===== src/rtl/dzcpu_useq.sv =====
// Microcode sequencer for the dzcpu core: fetches macro opcodes, dispatches through
// basic/CB flow LUTs, steps the micro-PC through the ucode ROM and enters interrupts.
module dzcpu_useq #(
  parameter int              UPC_W     = 8,
  parameter int              UOP_W     = 16,
  parameter int              NUM_COND  = 4,
  parameter logic [UPC_W-1:0] IRQ_FLOW = 8'hF0,
  parameter logic [7:0]      PREFIX_OP = 8'hCB
) (
  input  logic              iClock,
  input  logic              iReset,
  output logic              oMemReq,
  input  logic              iMemReady,
  input  logic [7:0]        iMemData,
  output logic [7:0]        oOpcode,
  input  logic [UPC_W-1:0]  iBasicFlowIdx,
  input  logic [UPC_W-1:0]  iExtFlowIdx,
  output logic [UPC_W-1:0]  oUpc,
  input  logic [UOP_W-1:0]  iUop,
  output logic              oUopValid,
  output logic              oPcInc,
  input  logic [NUM_COND-1:0] iCond,
  input  logic              iIrq,
  input  logic              iIrqEnable,
  output logic              oIrqAck,
  output logic [2:0]        oState,
  output logic [7:0]        oInsnCycles
);

  localparam int CSEL_W = $clog2(NUM_COND);
  localparam logic [UPC_W-1:0] UPC_ONE = {{(UPC_W-1){1'b0}}, 1'b1};

  typedef enum logic [2:0] {
    S_IDLE     = 3'd0,
    S_FETCH    = 3'd1,
    S_DISPATCH = 3'd2,
    S_RUN      = 3'd3,
    S_STALL    = 3'd4,
    S_END      = 3'd5,
    S_IRQ      = 3'd6
  } state_t;

  state_t            state_q, state_d;
  logic [UPC_W-1:0]  upc_q, upc_d;
  logic [7:0]        opcode_q, opcode_d;
  logic              ext_q, ext_d;
  logic [7:0]        cnt_q, cnt_d;
  logic [7:0]        insn_cycles_q, insn_cycles_d;

  logic              uop_ipc_s;
  logic [2:0]        uop_seq_s;
  logic [CSEL_W-1:0] uop_csel_s;
  logic [UPC_W-1:0]  uop_target_s;
  logic              cond_s;

  function automatic logic [7:0] sat_inc(input logic [7:0] v);
    return (v == 8'hFF) ? 8'hFF : v + 8'd1;
  endfunction

  assign uop_ipc_s    = iUop[UOP_W-1];
  assign uop_seq_s    = iUop[UOP_W-2:UOP_W-4];
  assign uop_csel_s   = iUop[UOP_W-5 -: CSEL_W];
  assign uop_target_s = iUop[UPC_W-1:0];
  assign cond_s       = iCond[uop_csel_s];

  // State register
  always_ff @(posedge iClock) begin
    if (iReset) begin
      state_q       <= S_IDLE;
      upc_q         <= '0;
      opcode_q      <= 8'h00;
      ext_q         <= 1'b0;
      cnt_q         <= 8'h00;
      insn_cycles_q <= 8'h00;
    end else begin
      state_q       <= state_d;
      upc_q         <= upc_d;
      opcode_q      <= opcode_d;
      ext_q         <= ext_d;
      cnt_q         <= cnt_d;
      insn_cycles_q <= insn_cycles_d;
    end
  end

  // Next-state logic
  always_comb begin
    state_d       = state_q;
    upc_d         = upc_q;
    opcode_d      = opcode_q;
    ext_d         = ext_q;
    insn_cycles_d = insn_cycles_q;
    // The counter runs in every active state; END overrides it with a clear.
    if (state_q == S_IDLE) begin
      cnt_d = cnt_q;
    end else begin
      cnt_d = sat_inc(cnt_q);
    end
    case (state_q)
      S_IDLE: state_d = S_FETCH;
      S_FETCH: begin
        if (iMemReady) begin
          opcode_d = iMemData;
          state_d  = S_DISPATCH;
        end else begin
          state_d  = S_FETCH;
        end
      end
      S_DISPATCH: begin
        upc_d   = ext_q ? iExtFlowIdx : iBasicFlowIdx;
        ext_d   = 1'b0;
        state_d = S_RUN;
      end
      S_RUN: begin
        case (uop_seq_s)
          3'd1: begin
            if (iMemReady) begin
              upc_d = upc_q + UPC_ONE;
            end else begin
              state_d = S_STALL;
            end
          end
          3'd2: state_d = S_END;
          3'd3: begin
            if (cond_s) begin
              state_d = S_END;
            end else begin
              upc_d = upc_q + UPC_ONE;
            end
          end
          3'd4: begin
            if (!cond_s) begin
              state_d = S_END;
            end else begin
              upc_d = upc_q + UPC_ONE;
            end
          end
          3'd5: begin
            ext_d   = 1'b1;
            state_d = S_FETCH;
          end
          3'd6: begin
            if (cond_s) begin
              upc_d = uop_target_s;
            end else begin
              upc_d = upc_q + UPC_ONE;
            end
          end
          default: upc_d = upc_q + UPC_ONE;
        endcase
      end
      S_STALL: begin
        if (iMemReady) begin
          state_d = S_RUN;
        end else begin
          state_d = S_STALL;
        end
      end
      S_END: begin
        insn_cycles_d = sat_inc(cnt_q);
        cnt_d         = 8'h00;
        if (iIrq && iIrqEnable) begin
          state_d = S_IRQ;
        end else begin
          state_d = S_FETCH;
        end
      end
      S_IRQ: begin
        upc_d   = IRQ_FLOW;
        state_d = S_RUN;
      end
      default: state_d = S_IDLE;
    endcase
  end

  // State-decoded strobes
  always_comb begin
    oMemReq   = 1'b0;
    oUopValid = 1'b0;
    oPcInc    = 1'b0;
    oIrqAck   = 1'b0;
    case (state_q)
      S_FETCH: oMemReq = 1'b1;
      S_RUN: begin
        oUopValid = 1'b1;
        oPcInc    = uop_ipc_s;
      end
      S_IRQ:   oIrqAck = 1'b1;
      default: oMemReq = 1'b0;
    endcase
  end

  assign oUpc        = upc_q;
  assign oOpcode     = opcode_q;
  assign oState      = state_q;
  assign oInsnCycles = insn_cycles_q;

endmodule


===== config.mk =====
export PLATFORM = sky130hd
export DESIGN_NAME = dzcpu_useq
export DESIGN_NICKNAME = d
export VERILOG_FILES = /design/src/rtl/dzcpu_useq.sv
export SDC_FILE = /design/constraint.sdc
export NUM_CORES = 1
export LEC_CHECK = 0
export CAP_MARGIN = 20
export CORE_UTILIZATION = 48
export CTS_CLUSTER_SIZE = 12
export DETAILED_ROUTE_END_ITERATION = 10
export MAX_ROUTING_LAYER = met4
export PLACE_DENSITY = 0.95
export SYNTH_ARGS = -nofsm -noshare
export SYNTH_HDL_FRONTEND = slang
export SYNTH_SLANG_ARGS = --single-unit

===== constraint.sdc =====
create_clock -name iClock -period 2.9 [get_ports iClock]
set_clock_uncertainty 0.05 [all_clocks]
set_input_delay 0.435 -clock iClock [delete_from_list [all_inputs] [get_ports iClock]]
set_output_delay 0.435 -clock iClock [all_outputs]
set_load 0.02 [all_outputs]

======== After elaboration in Yosys (flattened, before gate mapping) ========
Cells that the tools add are included.
Widths: inputs -> output; s select.
operators by class
  add/sub/neg operators ................... 2
  multiply operators ...................... 0
  divide/modulo/power cells ............... 0
  $lt $le $gt $ge ......................... 1
  equal/unequal tests ..................... 22
  shift operators ......................... 0
  muxes and demuxes ....................... 24
  bitwise operators ....................... 0
  reduce and logical (&&, ||, !) cells .... 11
operator list
  cell                 count
  $mux 8               6
  $pmux 8 s5           1
  $pmux 8 s3           1
  $eq 3x3->1 const B   6
  $ne 3x3->1 const B   6
  $pmux 3 s6           1
  $add 8x1->8 const B  2
  $mux 3               5
  $pmux 3 s5           1
  $eq 3x2->1 const B   4
  $eq 8x8->1 const B   1
  $eq 3x1->1 const B   2
  $mux 1               6
  $ne 6x1->1 const B   1
  $reduce_or 2->1      3
  $reduce_and 5->1     1
  $reduce_and 2->1     2
  $reduce_and 4->1     1
  $logic_not 3->1      1
  $lt 2x3->1 const B   1
  $reduce_bool 3->1    1
  $bmux 1 s2           1
  $mux 2               1
  $ne 2x1->1 const B   1
  other kinds (4)      4
word-level totals
  flip-flop bits (word level) ............. 36
  bits in latches ......................... 0
  bits in writable memories ............... 0
  bits in read-only memories .............. 0
  bits of input ports ..................... 49
  output and inout port bits .............. 31
  memories ................................ 0

======== Depth between registers and ports, before layout ========
  word-level depth ........................ 5
  depth in mapped cells ................... 8
  gate-level depth less buffers ........... 6

======== Worst setup path before layout ========
No wires, ideal clock.
  path type ............................... register -> register
  from .................................... register state_q[1], in the netlist oState[1]
  to ...................................... register upc_q[1], in the netlist oUpc[1]
  library setup time ...................... 79 ps
  arrival time ............................ 1824 ps
  required time ........................... 2771 ps
  path slack .............................. 947 ps
  stages on the path, launching flop included .. 9
  path through ............................ dfxtp_1 -> buf_6 -> nand3b_1 -> clkinv_1 -> o211ai_1 -> a221oi_4 -> buf_6 -> nor2_1 -> a211oi_2
on the way
  word-level cells in the longest chain between the ends .. 3
  elaborated cells on any way between the ends .. 10
  those cells by class .................... eq/ne (7); mux (1); reduce/logical (2)
RTL lines
  item                                                 line  RTL
  start: declaration                                   43    state_t state_q, state_d;
  start signal: assignment                             76    state_q <= state_d;
  $eq 3x2->1 / $eq 3x3->1 (equally long branches)      98    case (state_q)
  $ne 3x3->1 (no source line) (tied with other cells)  --
  $reduce_and 5->1 (no source line)                    --
  end signal: assignment                               77    upc_q <= upc_d;
  end: declaration                                     44    logic [UPC_W-1:0] upc_q, upc_d;
Several ways; a longest one is shown, not always the timed one.
A chain may end at the register's enable or synchronous reset.

======== Final worst setup path ========
  from .................................... register state_q[0], in the netlist oState[0]
  to ...................................... output port oPcInc
on the way
  word-level cells in the longest chain between the ends .. 2
RTL lines
  item              line  RTL
  $eq 3x2->1        181   case (state_q)
  $mux 1            181
  end: declaration  21    output logic oPcInc,
Every way passes these cells.

==> impl_metrics.py <==
metrics = {
    "detailed_routing": {
        "drtAntennaViolNets": 0,
        "post_drt_wl_per_cell_um": 14.8,
        "finalWirelength_um": 5540,
        "via_count": 2126,
        "dr.pass1.iters": 4,
        "drtIter0Drc": 96,
        "drc": 0,
        "avgViaCountPerCell": 5.67,
    },
    "placement": {
        "portBuffers": 77,
        "hpwlAfterDp_um": 4020,
        "dp_slack_ps": 284,
        "gp_congestion": 0.854,
    },
    "synthesis": {
        "synth-simple-area-share_pct": 25.6,
        "syn_area_um2": 2140,
        "synth_compound_area_share_pct": 22.0,
        "avgSynthCellArea_um2": 8.29,
        "syn_nets": 309,
        "synth_fa_ha_area_share_pct": 1.17,
        "synthCells": 258,
        "synth_ff_type": "dfxtp_1",
        "yosysMostFrequentCell": "nand2_1",
        "synth_cell_types": 52,
        "synth_xor_area_share_pct": 3.68,
        "synthTopCellsByArea": "dfxtp_1, nand2_1, a21oi_1",
        "ys_seq_elements": 36,
        "synth-edff-count": 0,
        "synthMuxAreaShare_pct": 7.25,
        "synth_top_area_share_pct": 33.7,
        "ys.warnings.count": 0,
        "synthArstFlopShare_pct": 0,
        "synth_top_family_by_area": "simple AND/OR/NAND/NOR gates",
        "yosysSeqAreaShare_pct": 33.7,
        "synth_top_area_cell": "dfxtp_1",
        "synth_common_cells": "nand2_1, dfxtp_1, nor2_1",
    },
    "cts": {
        "cts_setup_buffers": 0,
        "cts_htree_levels": 2,
        "cts_hold_buf": 0,
        "cts_inserted_buffers": 5,
        "cts_repair_resize_count": 0,
        "tritoncts": "done",
        "insertion_delay_ps": 280,
        "clock_path_buffers": 2,
        "clkSinkCount": 36,
        "clkTransAtPathRegs_ps": 70,
        "cts_root_buf": "clkbuf_8",
    },
    "worst_setup_path": {
        "cp.depth": 4,
        "slowest_delay_ps": 630,
        "regToRegSetupSlack_ps": 720,
        "crit_path_max_fanout": 15,
        "cp-start-kind": "flip-flop",
        "r2r-start": "oState[0]$_SDFFE_PP0P_",
        "endpoint": "oPcInc",
        "crit_family": "buffers and inverters",
        "r2r_cells": 7,
        "crit_chain": "nand3b_1, clkinv_1, and2_1, clkdlybuf4s50_1",
        "crit_path_end_kind": "output port",
        "cp.required_ps": 2410,
        "critPathLaunch": "oState[0]$_SDFFE_PP0P_",
        "path_class": "reg -> out",
        "crit_buf_inv": 2,
        "arrival_ps": 2000,
        "slowest_stage": "dfxtp_1",
        "timing.rr.end": "oUpc[4]$_SDFFE_PP0P_",
    },
    "min_path": {
        "hold_path_class": "reg -> reg",
    },
    "finish": {
        "layout.nets": 378,
        "antenna_cells": 0,
        "drive_gt1_share_pct": 7.38,
        "areaGrowthSynthToFinish_pct": 37.7,
    },
    "die": {
        "die-area_um2": 4730,
        "die_w_um": 68.8,
        "design.core.area_um2": 4140,
        "ios": 80,
        "die_h_um": 68.8,
        "num_rows": 23,
        "start_util_pct": 51.6,
    },
    "power_and_ir_drop": {
        "power_density_nw_per_um2": 406,
        "p_sw_mw": 0.354,
        "p_int_mw": 0.843,
        "ir_drop_uv": 305,
        "p_total_mw": 1.20,
        "seqPwrFrac_pct": 46.9,
        "clock_power_share_pct": 26.5,
        "pwr-share-comb_pct": 26.6,
        "p_sw_share_pct": 29.6,
        "power_leakage_nw": 1.01,
    },
    "sta": {
        "setup_tns_ps": 0,
        "maxSlewHeadroom_pct": 61.2,
        "min_period_ps": 2480,
        "hold_violations": 0,
        "worstMarginPinSlew_ps": 581,
        "setup_viol": 0,
        "fin_crit_sh_pct": 85.6,
        "rsz0062_at_grt": "false",
        "fmaxAchievable_mhz": 403,
        "slew_viol_final": 0,
        "finalWorstSetupSlack_ps": 418,
        "whs_ps": 406,
    },
    "global_routing": {
        "grt_pass1_wl_um": 8550,
        "grt.total_usage_pct": 24.9,
        "grt_pass1_vias": 1898,
        "antenna_found_initial": 0,
        "grt_overflow_total": 0,
        "grt_max_degree": 29,
    },
    "flow_run": {
        "timing.max_cap.violations": 0,
    },
    "run_status": {
        "status": "finished clean",
    },
}
## cells by family (layout without fill, tap and decap cells)
kind of cell               Yosys count  after routing
buffers and inverters               24             91
DFF                                 36             36
xor gates and xnor gates             9              9
and+or+nand+nor                    110            110
adders and majority gates            2              2
AOI/OAI and AO/OA                   63             63
muxes                               14             14
## layer usage
metal / vias up / track usage (%) / wire (um)
met5: - / - / 0
met4: 0 / 9.95 / 93
li1: 1064 / - / -
met3: 10 / 4.77 / 279
met2: 70 / 42.4 / 2830
met1: 982 / 28.7 / 2330
## area by class of cell
type | count | area, um2
Clock buffer | 5 | 68.8
Inverter | 6 | 22.5
Multi-Input combinational cell | 198 | 1280
Tap cell | 50 | 62.6
Fill cell | 320 | 1200
Sequential cell | 36 | 721
Timing Repair Buffer | 80 | 793
## cell usage in the layout, fill, tap and decap left out, types with 5 or more instances in the layout
master / netlist / layout
clkdlybuf4s50_1: 0 / 77
nand2_1: 38 / 38
dfxtp_1: 36 / 36
nor2_1: 26 / 26
a21oi_1: 23 / 23
a311oi_1: 12 / 12
mux2i_1: 11 / 11
xnor2_1: 7 / 7
inv_1: 5 / 5
and2_1: 5 / 5
nand3_1: 5 / 5
o21ai_0: 5 / 5
clkbuf_8: 0 / 5
## flip-flops by register name, summed over array words and instances (netlist names)
name / count
oUpc: 8
ext_q: 1
cnt_q: 8
oInsnCycles: 8
oOpcode: 8
oState: 3
## power by group through the flow
stage / Sequential [mW] / Clock (mW) / Combinational (mW)
final: 0.562 / 0.317 / 0.318
after global routing: 0.567 / 0.348 / 0.346
after CTS: 0.561 / 0.327 / 0.319
after detailed placement: 0.572 / 0 / 0.317
after global placement: 0.570 / 0 / 0.309
after floorplan: 0.587 / 0 / 0.162
## worst register-to-register path, cell delays in order (launching register included)
cell,delay (ps)
dfxtp_1,630
nand3b_1,160
clkinv_1,190
o211ai_1,180
a221oi_4,240
buf_4,260
nor2_1,80
a311oi_1,280
## metrics by stage
step	util [%]	cells	instance area, um2
after floorplan	-	258	2140
after CTS	71.1	375	2950
after detailed placement	69.4	370	2880
after global placement	69.4	370	2880
after global routing	71.1	375	2950
final	71.1	375	2950
## worst min-delay path by stage
stage	endpoint	startpoint	depth (start not counted)	slack, ps
3_3_place_gp	oOpcode[5]$_SDFFE_PP0N_	oOpcode[5]$_SDFFE_PP0N_	2	390
5_1_grt	oOpcode[2]$_SDFFE_PP0N_	oOpcode[2]$_SDFFE_PP0N_	2	430
6_report	oOpcode[4]$_SDFFE_PP0N_	oOpcode[4]$_SDFFE_PP0N_	2	410
2_1_floorplan	cnt_q[3]$_SDFFE_PP0N_	cnt_q[3]$_SDFFE_PP0N_	2	440
3_5_place_dp	oOpcode[4]$_SDFFE_PP0N_	oOpcode[4]$_SDFFE_PP0N_	2	400
4_1_cts	oOpcode[4]$_SDFFE_PP0N_	oOpcode[4]$_SDFFE_PP0N_	2	410
Note: power is estimated with default switching activity, not from simulation.
